--- src/rtl/pc_enc_scheduler_pkg.sv ---
// pc_enc_scheduler_pkg: shared geometry, pass encoding and FSM states for the product-code scheduler
package pc_enc_scheduler_pkg;
    localparam int LANES = 16;
    localparam int K = 239;
    localparam int N = 256;
    localparam logic ROW_PASS = 1'b0;
    localparam logic COL_PASS = 1'b1;
    typedef enum logic [2:0] {IDLE, ROW, ROW_DRAIN, COL, COL_DRAIN, DONE} state_t;
endpackage

--- src/rtl/pc_tag_delay.sv ---
// pc_tag_delay: fixed-latency shift register carrying batch tags alongside the encoder bank
module pc_tag_delay #(
    parameter int ENC_LAT = 2,
    parameter int W = 26
) (
    input  logic         clk,
    input  logic         reset,
    input  logic [W-1:0] i_data,
    output logic [W-1:0] o_data
);
    logic [W-1:0] r_pipe [ENC_LAT];

    // shift every cycle so stalls upstream never disturb tags already in flight
    always_ff @(posedge clk or posedge reset) begin
        if (reset) begin
            for (int i = 0; i < ENC_LAT; i++) r_pipe[i] <= '0;
        end else begin
            r_pipe[0] <= i_data;
            for (int i = 1; i < ENC_LAT; i++) r_pipe[i] <= r_pipe[i-1];
        end
    end

    assign o_data = r_pipe[ENC_LAT-1];
endmodule

--- src/rtl/pc_enc_scheduler.sv ---
// pc_enc_scheduler: sequences row then column batches of a product-code block through the encoder bank
module pc_enc_scheduler #(
    parameter int LANES = pc_enc_scheduler_pkg::LANES,
    parameter int K = pc_enc_scheduler_pkg::K,
    parameter int N = pc_enc_scheduler_pkg::N,
    parameter int ENC_LAT = 2
) (
    input  logic             clk,
    input  logic             reset,
    input  logic             start,
    input  logic             mem_rdy,
    output logic             busy,
    output logic             done,
    output logic             rd_en,
    output logic             rd_pass,
    output logic [7:0]       rd_base,
    output logic [LANES-1:0] rd_mask,
    output logic             wr_en,
    output logic             wr_pass,
    output logic [7:0]       wr_base,
    output logic [LANES-1:0] wr_mask
);
    import pc_enc_scheduler_pkg::*;

    localparam int ROW_BATCHES = (K + LANES - 1) / LANES;
    localparam int COL_BATCHES = N / LANES;
    localparam logic [7:0] ROW_LAST = 8'((ROW_BATCHES - 1) * LANES);
    localparam logic [7:0] COL_LAST = 8'((COL_BATCHES - 1) * LANES);
    localparam int TW = 10 + LANES;

    state_t r_state, w_state_nxt;
    logic [7:0] r_batch, w_batch_nxt;
    logic w_last;
    logic [TW-1:0] w_rd_tag, w_wr_tag;

    // state and batch counter registers
    always_ff @(posedge clk or posedge reset) begin
        if (reset) begin
            r_state <= IDLE;
            r_batch <= '0;
        end else begin
            r_state <= w_state_nxt;
            r_batch <= w_batch_nxt;
        end
    end

    // next state; drain states wait for the final tagged write so passes never overlap
    always_comb begin
        w_state_nxt = r_state;
        w_batch_nxt = r_batch;
        rd_en = 1'b0;
        w_last = r_batch == 8'((r_state == COL ? COL_BATCHES : ROW_BATCHES) - 1);
        case (r_state)
            IDLE: w_state_nxt = start ? ROW : IDLE;
            ROW, COL: begin
                rd_en = mem_rdy;
                w_batch_nxt = !mem_rdy ? r_batch : w_last ? 8'd0 : r_batch + 8'd1;
                if (mem_rdy && w_last) w_state_nxt = r_state == ROW ? ROW_DRAIN : COL_DRAIN;
            end
            ROW_DRAIN: if (wr_en && wr_pass == ROW_PASS && wr_base == ROW_LAST) w_state_nxt = COL;
            COL_DRAIN: if (wr_en && wr_pass == COL_PASS && wr_base == COL_LAST) w_state_nxt = DONE;
            DONE: w_state_nxt = IDLE;
            default: w_state_nxt = IDLE;
        endcase
    end

    // read tags; lanes past the last information row are masked off
    always_comb begin
        rd_pass = rd_en && r_state == COL;
        rd_base = rd_en ? 8'(int'(r_batch) * LANES) : 8'd0;
        for (int i = 0; i < LANES; i++)
            rd_mask[i] = rd_en && (int'(r_batch) * LANES + i < (r_state == COL ? N : K));
    end

    assign busy = r_state != IDLE;
    assign done = r_state == DONE;
    assign w_rd_tag = {rd_en, rd_pass, rd_base, rd_mask};
    assign {wr_en, wr_pass, wr_base, wr_mask} = w_wr_tag;

    pc_tag_delay #(.ENC_LAT(ENC_LAT), .W(TW)) u_delay (
        .clk    (clk),
        .reset  (reset),
        .i_data (w_rd_tag),
        .o_data (w_wr_tag)
    );
endmodule

--- config.mk ---
export PLATFORM = sky130hd
export DESIGN_NAME = pc_enc_scheduler
export DESIGN_NICKNAME = d
export VERILOG_FILES = /design/src/rtl/pc_enc_scheduler_pkg.sv /design/src/rtl/pc_tag_delay.sv /design/src/rtl/pc_enc_scheduler.sv
export SDC_FILE = /design/constraint.sdc
export NUM_CORES = 1
export LEC_CHECK = 0
export CAP_MARGIN = 20
export CORE_MARGIN = 3
export CORE_UTILIZATION = 41
export CTS_BUF_LIST = sky130_fd_sc_hd__clkbuf_2
export DETAILED_ROUTE_END_ITERATION = 10
export PLACE_DENSITY = 0.78
export RECOVER_POWER = 50
export SLEW_MARGIN = 20
export SYNTH_ARGS = -nofsm -noshare
export SYNTH_HDL_FRONTEND = slang
export SYNTH_SLANG_ARGS = --single-unit
--- constraint.sdc ---
create_clock -name clk -period 3.02 [get_ports clk]
set_clock_uncertainty 0.15 [all_clocks]
set_input_delay 0.604 -clock clk [delete_from_list [all_inputs] [get_ports clk]]
set_output_delay 0.604 -clock clk [all_outputs]
set_load 0.05 [all_outputs]
==> impl_results.md, run 1 <==
- Initial DRC Count: 30
- Cells after synthesis: 152
- CTS Buffer Depth: 2
- Wl on met1: ~1.4 mm
- Mean Syn Cell Area: 10.4 µm²
- Commonest non-fill, non-tap cell in the layout: dfrtp_1
- Max-slew headroom: -5.19%
- Type of the worst min-delay path: reg2reg
- Violated checks: capacitance limit, slew limit, setup timing
- Die width: 68.0 µm
- Gp weighted congestion: 0.919
- Initial antenna violation count: 0
- H-tree depth: 2
- Met2 wire len: 1.98 mm
- Measured slew at the worst slew-check pin: ~1.6 ns
- CTS Buf Count: 5
- Pre-antenna DRT Iters: 4
- Core outline area: 3520 µm²
- Status: finished with violations
- Max layer used: met4
- Setup violators final: 17
- Root Buffer: clkbuf_2
- DR vias: ~1200
- Max-slew violation count: 32
- TritonCTS clock tree: yes
- Clock Sink Count: 31
- Fin. Hold Viols: 0
- Setup crit end kind: primary output
- Synth unique cells: 30
- Ports: 58
- Die Ht: 68.0 µm
- Met3 wire len: 209 µm
- Post-route ant nets: 0
- Most frequent cells in the layout: dfrtp_1, clkdlybuf4s50_1, buf_12
- Area delta synth->final: 54.4%
- Peak fanout along the critical path: 4
- Skew-Pair Late Insertion Delay: ~0.38 ns
- Layout cells sized above 1: 31.4%
- Critical path data arrival time: 2.44 ns
- Layout Nets: ~200
- Setup crit start kind: register
- # DRC: 0
- Hold_buf cts: 0
- Mean routed wirelength per cell: about 16 µm
- CP required: 2.27 ns
- Fin crit share: 106%
- Yosys warns: 0
- Pin count of the biggest net entering global routing: 32
- Vias in the first global route: ~1100
- Peak Freq: 0.313 GHz
- Setup CP Type: reg2out
- ANT cells: 0
- Initial Util: 44.8%
- RSZ-0062 raised after global routing: true
- Final worst slack: -0.171 ns
- Post-synthesis sequential area ratio: 49.2%
- DRT Wirelength: 3.70 mm
- Post-DP HPWL: 2.53 mm
- Synthesized flop and latch total: 31
- Vias per cell: 5.11
- Global-route wire length before repair: about 5.6 mm
- GRT Overall Usage: 16.8%
- Max_cap viols: 1
- Hold_ws: roughly 0.22 ns
- Rows: 21
- Tmin final: roughly 3.2 ns
- IO buf count: 49
- Congestion Overflow GR: 0
- Reg clk slew, reported paths: 0.18 ns
- Area of the mapped netlist: around 1600 µm²
- Die footprint: 4630 µm²
per-stage QoR:
stage                     std cells  setup slack [ns]  instance area (µm²)  TNS [ns]  utilization [%]
after CTS                       235            -0.153                 2400     -2.02             68.2
after global placement          220             0.198                 2240         0             63.5
after detailed placement        220             0.142                 2240         0             63.5
final                           237            -0.171                 2430     -2.49             69.2
after global routing            237            -0.266                 2430     -4.34             69.2
after floorplan                 159            -0.146                 1740     -1.25                -
area by class of cell:
cell class / instances / area (µm²)
clock buffers: 5 / 25.0
clock inverters: 3 / 38.8
fillers: 238 / 1090
inverters: 10 / 46.3
multi-input cells: 78 / 654
flip-flops and latches: 31 / 776
well taps: 46 / 57.6
repair buffers: 64 / 837
worst max-delay path, stage by stage, from the launching register on:
cell      delay [ns]
dfrtp_1         0.43
nand2b_4        0.15
or2_4           0.31
ha_4            0.24
a21oi_4         0.15
nand3_4         0.13
buf_4           0.18
a31oi_4         0.16
buf_6           0.16
buf_12          0.14
metal layers:
metal / vias to the layer above / GRT usage, %
met5: - / 0
met4: 0 / 7.94
met3: 13 / 4.76
met2: 55 / 27.8
met1: 602 / 20.1
li1: 542 / -
final timing paths:
kind / from / to / slack (ns) / cells after the start
worst min-delay path: u_delay.r_pipe[41]$_DFF_PP0_ / u_delay.o_data[15]$_DFF_PP0_ / 0.22 / 0
worst max register to register: r_state[2]$_DFFE_PP0P_ / r_state[1]$_DFFE_PP0P_ / 0.60 / 7
max in group asynchronous: reset / u_delay.r_pipe[37]$_DFF_PP0_ / 0.76 / 3
min in group asynchronous: reset / u_delay.r_pipe[48]$_DFF_PP0_ / 1.03 / 3
worst min register to register: u_delay.r_pipe[41]$_DFF_PP0_ / u_delay.o_data[15]$_DFF_PP0_ / 0.22 / 0
worst max-delay path: r_state[2]$_DFFE_PP0P_ / rd_mask[12] / -0.17 / 9
repair_timing:
action | 4_1_cts | 5_1_grt
buffers inserted | 7 | 2
pin swaps | 4 | 5
resized for setup | 8 | 5
hold endpoints to repair | 0 | 0
setup endpoints to repair | 16 | 16
cell families (layout without fill, tap and decap cells):
group / after synthesis / count (layout) / share of synthesized area, %
compound gates: 21 / 21 / 8.10
xor+xnor: 3 / 3 / 1.67
fa+ha+maj: 7 / 7 / 5.56
buf+inv: 50 / 82 / 21.4
flops: 31 / 31 / 49.2
other cells: 1 / 8 / 0.238
simple gates: 39 / 39 / 13.8
flip-flops by register name, summed over array words and instances (netlist names):
name and count:
u_delay.r_pipe 10, u_delay.o_data 10, r_state 3, r_batch 8
Yosys cell counts:
library cell | count | area [µm²]
or2_2 | 1 | 6.26
dfrtp_1 | 31 | 776
nor3b_1 | 1 | 7.51
and2_1 | 2 | 12.5
buf_4 | 40 | 300
or2b_1 | 1 | 7.51
nor3_1 | 4 | 20.0
a311oi_1 | 2 | 17.5
nand3b_2 | 1 | 11.3
a21o_1 | 1 | 7.51
o32ai_1 | 1 | 8.76
a31oi_1 | 2 | 12.5
xnor2_1 | 3 | 26.3
o21bai_1 | 1 | 7.51
ha_1 | 7 | 87.6
nand4_1 | 1 | 6.26
conb_1 | 1 | 3.75
nand4b_1 | 1 | 8.76
nor3_2 | 1 | 10.0
nand3_1 | 6 | 30.0
nand2b_1 | 2 | 12.5
or4_1 | 1 | 7.51
nand2_1 | 8 | 30.0
a221oi_1 | 1 | 8.76
nor2_1 | 7 | 26.3
nand4_2 | 1 | 12.5
o21ai_0 | 6 | 30.0
and4_1 | 1 | 8.76
a21oi_1 | 7 | 35.0
inv_1 | 10 | 37.5
Power of run 1 is left out: the tool's default activity adds up to more than one toggle a clock period on the data nets, which glitch-free logic cannot reach.
==> inputs of run 2 (changes only) <==
CORE_UTILIZATION = 46   (was 41)
PLACE_DENSITY = 0.82   (was 0.78)
clock period = 3.52 ns   (was 3.02 ns; I/O delays follow)
==> run 2 against run 1 <==
Effect of this change: hold slack improved by 0.0044 ns; via count fell by 6.3%; critical path depth did not move; sequential share of layout area rose by 3.9 points; global-route usage rose by 0.36 points; critical path type unchanged; the flow finishes with violations (capacitance limit, slew limit); register-to-register slack improved by 0.41 ns; cell area fell by 11%; non-clock buffer count fell by 9.
==> impl_results.md, run 2 (synthesized netlist as in run 1, its figures left out) <==
- Pre-antenna DRT Iters: 4
- Max_cap viols: 1
- Pin count of the biggest net entering global routing: 32
- WHS Endpoint: u_delay.o_data[21]$_DFF_PP0_
- Peak fanout along the critical path: 8
- Die footprint: 4170 µm²
- Ports: 58
- Fin crit share: ~97%
- Mean routed wirelength per cell: about 15 µm
- Setup crit start kind: register
- Tmin final: 3.40 ns
- Peak Freq: 0.294 GHz
- Hold_sp: u_delay.r_pipe[47]$_DFF_PP0_
- CP delay by family, top: simple AND/OR/NAND/NOR gates
- Vias in the first global route: about 1100
- Reg2Reg Launch Point: r_state[2]$_DFFE_PP0P_
- Final worst slack: 0.123 ns
- Reg clk slew, reported paths: 0.16 ns
- Post-route ant nets: 0
- ANT cells: 0
- CTS Buffer Depth: 2
- Setup CP Type: reg2out
- Global-route wire length before repair: 5.40 mm
- DRT Wirelength: 3.30 mm
- Commonest non-fill, non-tap cell in the layout: dfrtp_1
- RSZ-0062 raised after global routing: false
- Max-slew headroom: -3.27%
- Gp weighted congestion: 0.760
- Violated checks: capacitance limit, slew limit
- CTS Buf Count: 5
- Layout cells sized above 1: 24.2%
- Setup crit end kind: primary output
- Clock Sink Count: 31
- Final Core Density: 68.9%
- Initial Util: 50.0%
- Layout Nets: 192
- Root Buffer: clkbuf_2
- Hold_ws: 0.221 ns
- Initial antenna violation count: 0
- Critical path data arrival time: 2.54 ns
- Core outline area: 3150 µm²
- Status: finished with violations
- Crit path cell chain: nand2b_2 -> or2_4 -> inv_2 -> ha_1 -> nand3_1 -> a21oi_1 -> a311oi_4 -> buf_6 -> buf_12
- DR vias: approximately 1100
- Measured slew at the worst slew-check pin: about 1.5 ns
- Post-DP HPWL: 2.52 mm
- Type of the worst min-delay path: reg2reg
- Max-slew violation count: 32
- Buf+Inv Stages, Crit Path: 3
- Reg2Reg Depth: 7
- Dpl ws: 0.155 ns
- Initial DRC Count: 33
- Vias per cell: about 5.0
- Fin. Hold Viols: 0
- Die Ht: around 65 µm
- Setup violators final: 0
- Hold Crit Depth: 0
- Die width: 64.5 µm
- Max incr delay on CP: slightly above 0.4 ns
- # DRC: 0
- Rows: 20
- Slowest cell on the critical path: dfrtp_1
- CP required: 2.67 ns
- GRT Overall Usage: 17.2%
- IO buf count: 49
- Most frequent cells in the layout: dfrtp_1, clkdlybuf4s50_1, buf_12, inv_1
- TritonCTS clock tree: yes
- Hold_buf cts: 0
- Area delta synth->final: 37.8%
- Worst R2R Setup Slack: 1.01 ns
- Worst r2r dst: r_state[1]$_DFFE_PP0P_
- Fin Setup TNS: 0 ns
- Skew-Pair Late Insertion Delay: 0.37 ns
- H-tree depth: 2
- Congestion Overflow GR: 0
## run 2: how the worst max path moves through the flow
stage                      startpoint     endpoint  slack [ns]  cells past startpoint
2_1_floorplan  r_state[2]$_DFFE_PP0P_  rd_mask[13]       -0.27                      7
3_3_place_gp   r_state[2]$_DFFE_PP0P_   rd_mask[1]        0.31                      8
3_5_place_dp   r_state[2]$_DFFE_PP0P_   rd_mask[6]        0.16                      8
4_1_cts        r_state[2]$_DFFE_PP0P_   rd_mask[6]       0.005                      9
5_1_grt        r_state[2]$_DFFE_PP0P_   rd_mask[6]       0.001                      9
6_report       r_state[2]$_DFFE_PP0P_   rd_mask[6]        0.12                      9
## run 2: cell type report
cell class	instances	area, µm²
well taps	44	55.1
clock buffers	5	25.0
multi-input cells	78	542
repair buffers	55	693
clock inverters	3	43.8
fillers	236	981
inverters	10	37.5
flip-flops and latches	31	776
## run 2: through the flow
stage | cell area [µm²] | cells
2_1_floorplan | 1630 | 159
3_3_place_gp | 2070 | 217
3_5_place_dp | 2070 | 217
4_1_cts | 2170 | 226
5_1_grt | 2170 | 226
6_report | 2170 | 226
## run 2: worst reg2reg max path: stages, from the launching register on
cell	delay (ns)
dfrtp_1	0.41
nand2b_2	0.21
or2_4	0.28
ha_1	0.28
nor3b_1	0.18
nand4_1	0.33
or4_1	0.51
o21ai_0	0.10
## run 2: routing by layer
layer	part of all wire (%)	track usage (%)	vias up
met5	0	0	-
met3	6.9	4.85	5
li1	-	-	520
met1	37	18.3	556
met4	1.2	6.33	0
met2	55	32.0	55
## run 2: what timing repair did
action	4_1_cts	5_1_grt
resized for setup	8	3
endpoints found under the setup margin	16	16
pin swaps	0	1
setup buffers	1	0
Power of run 2 is left out for the same reason.
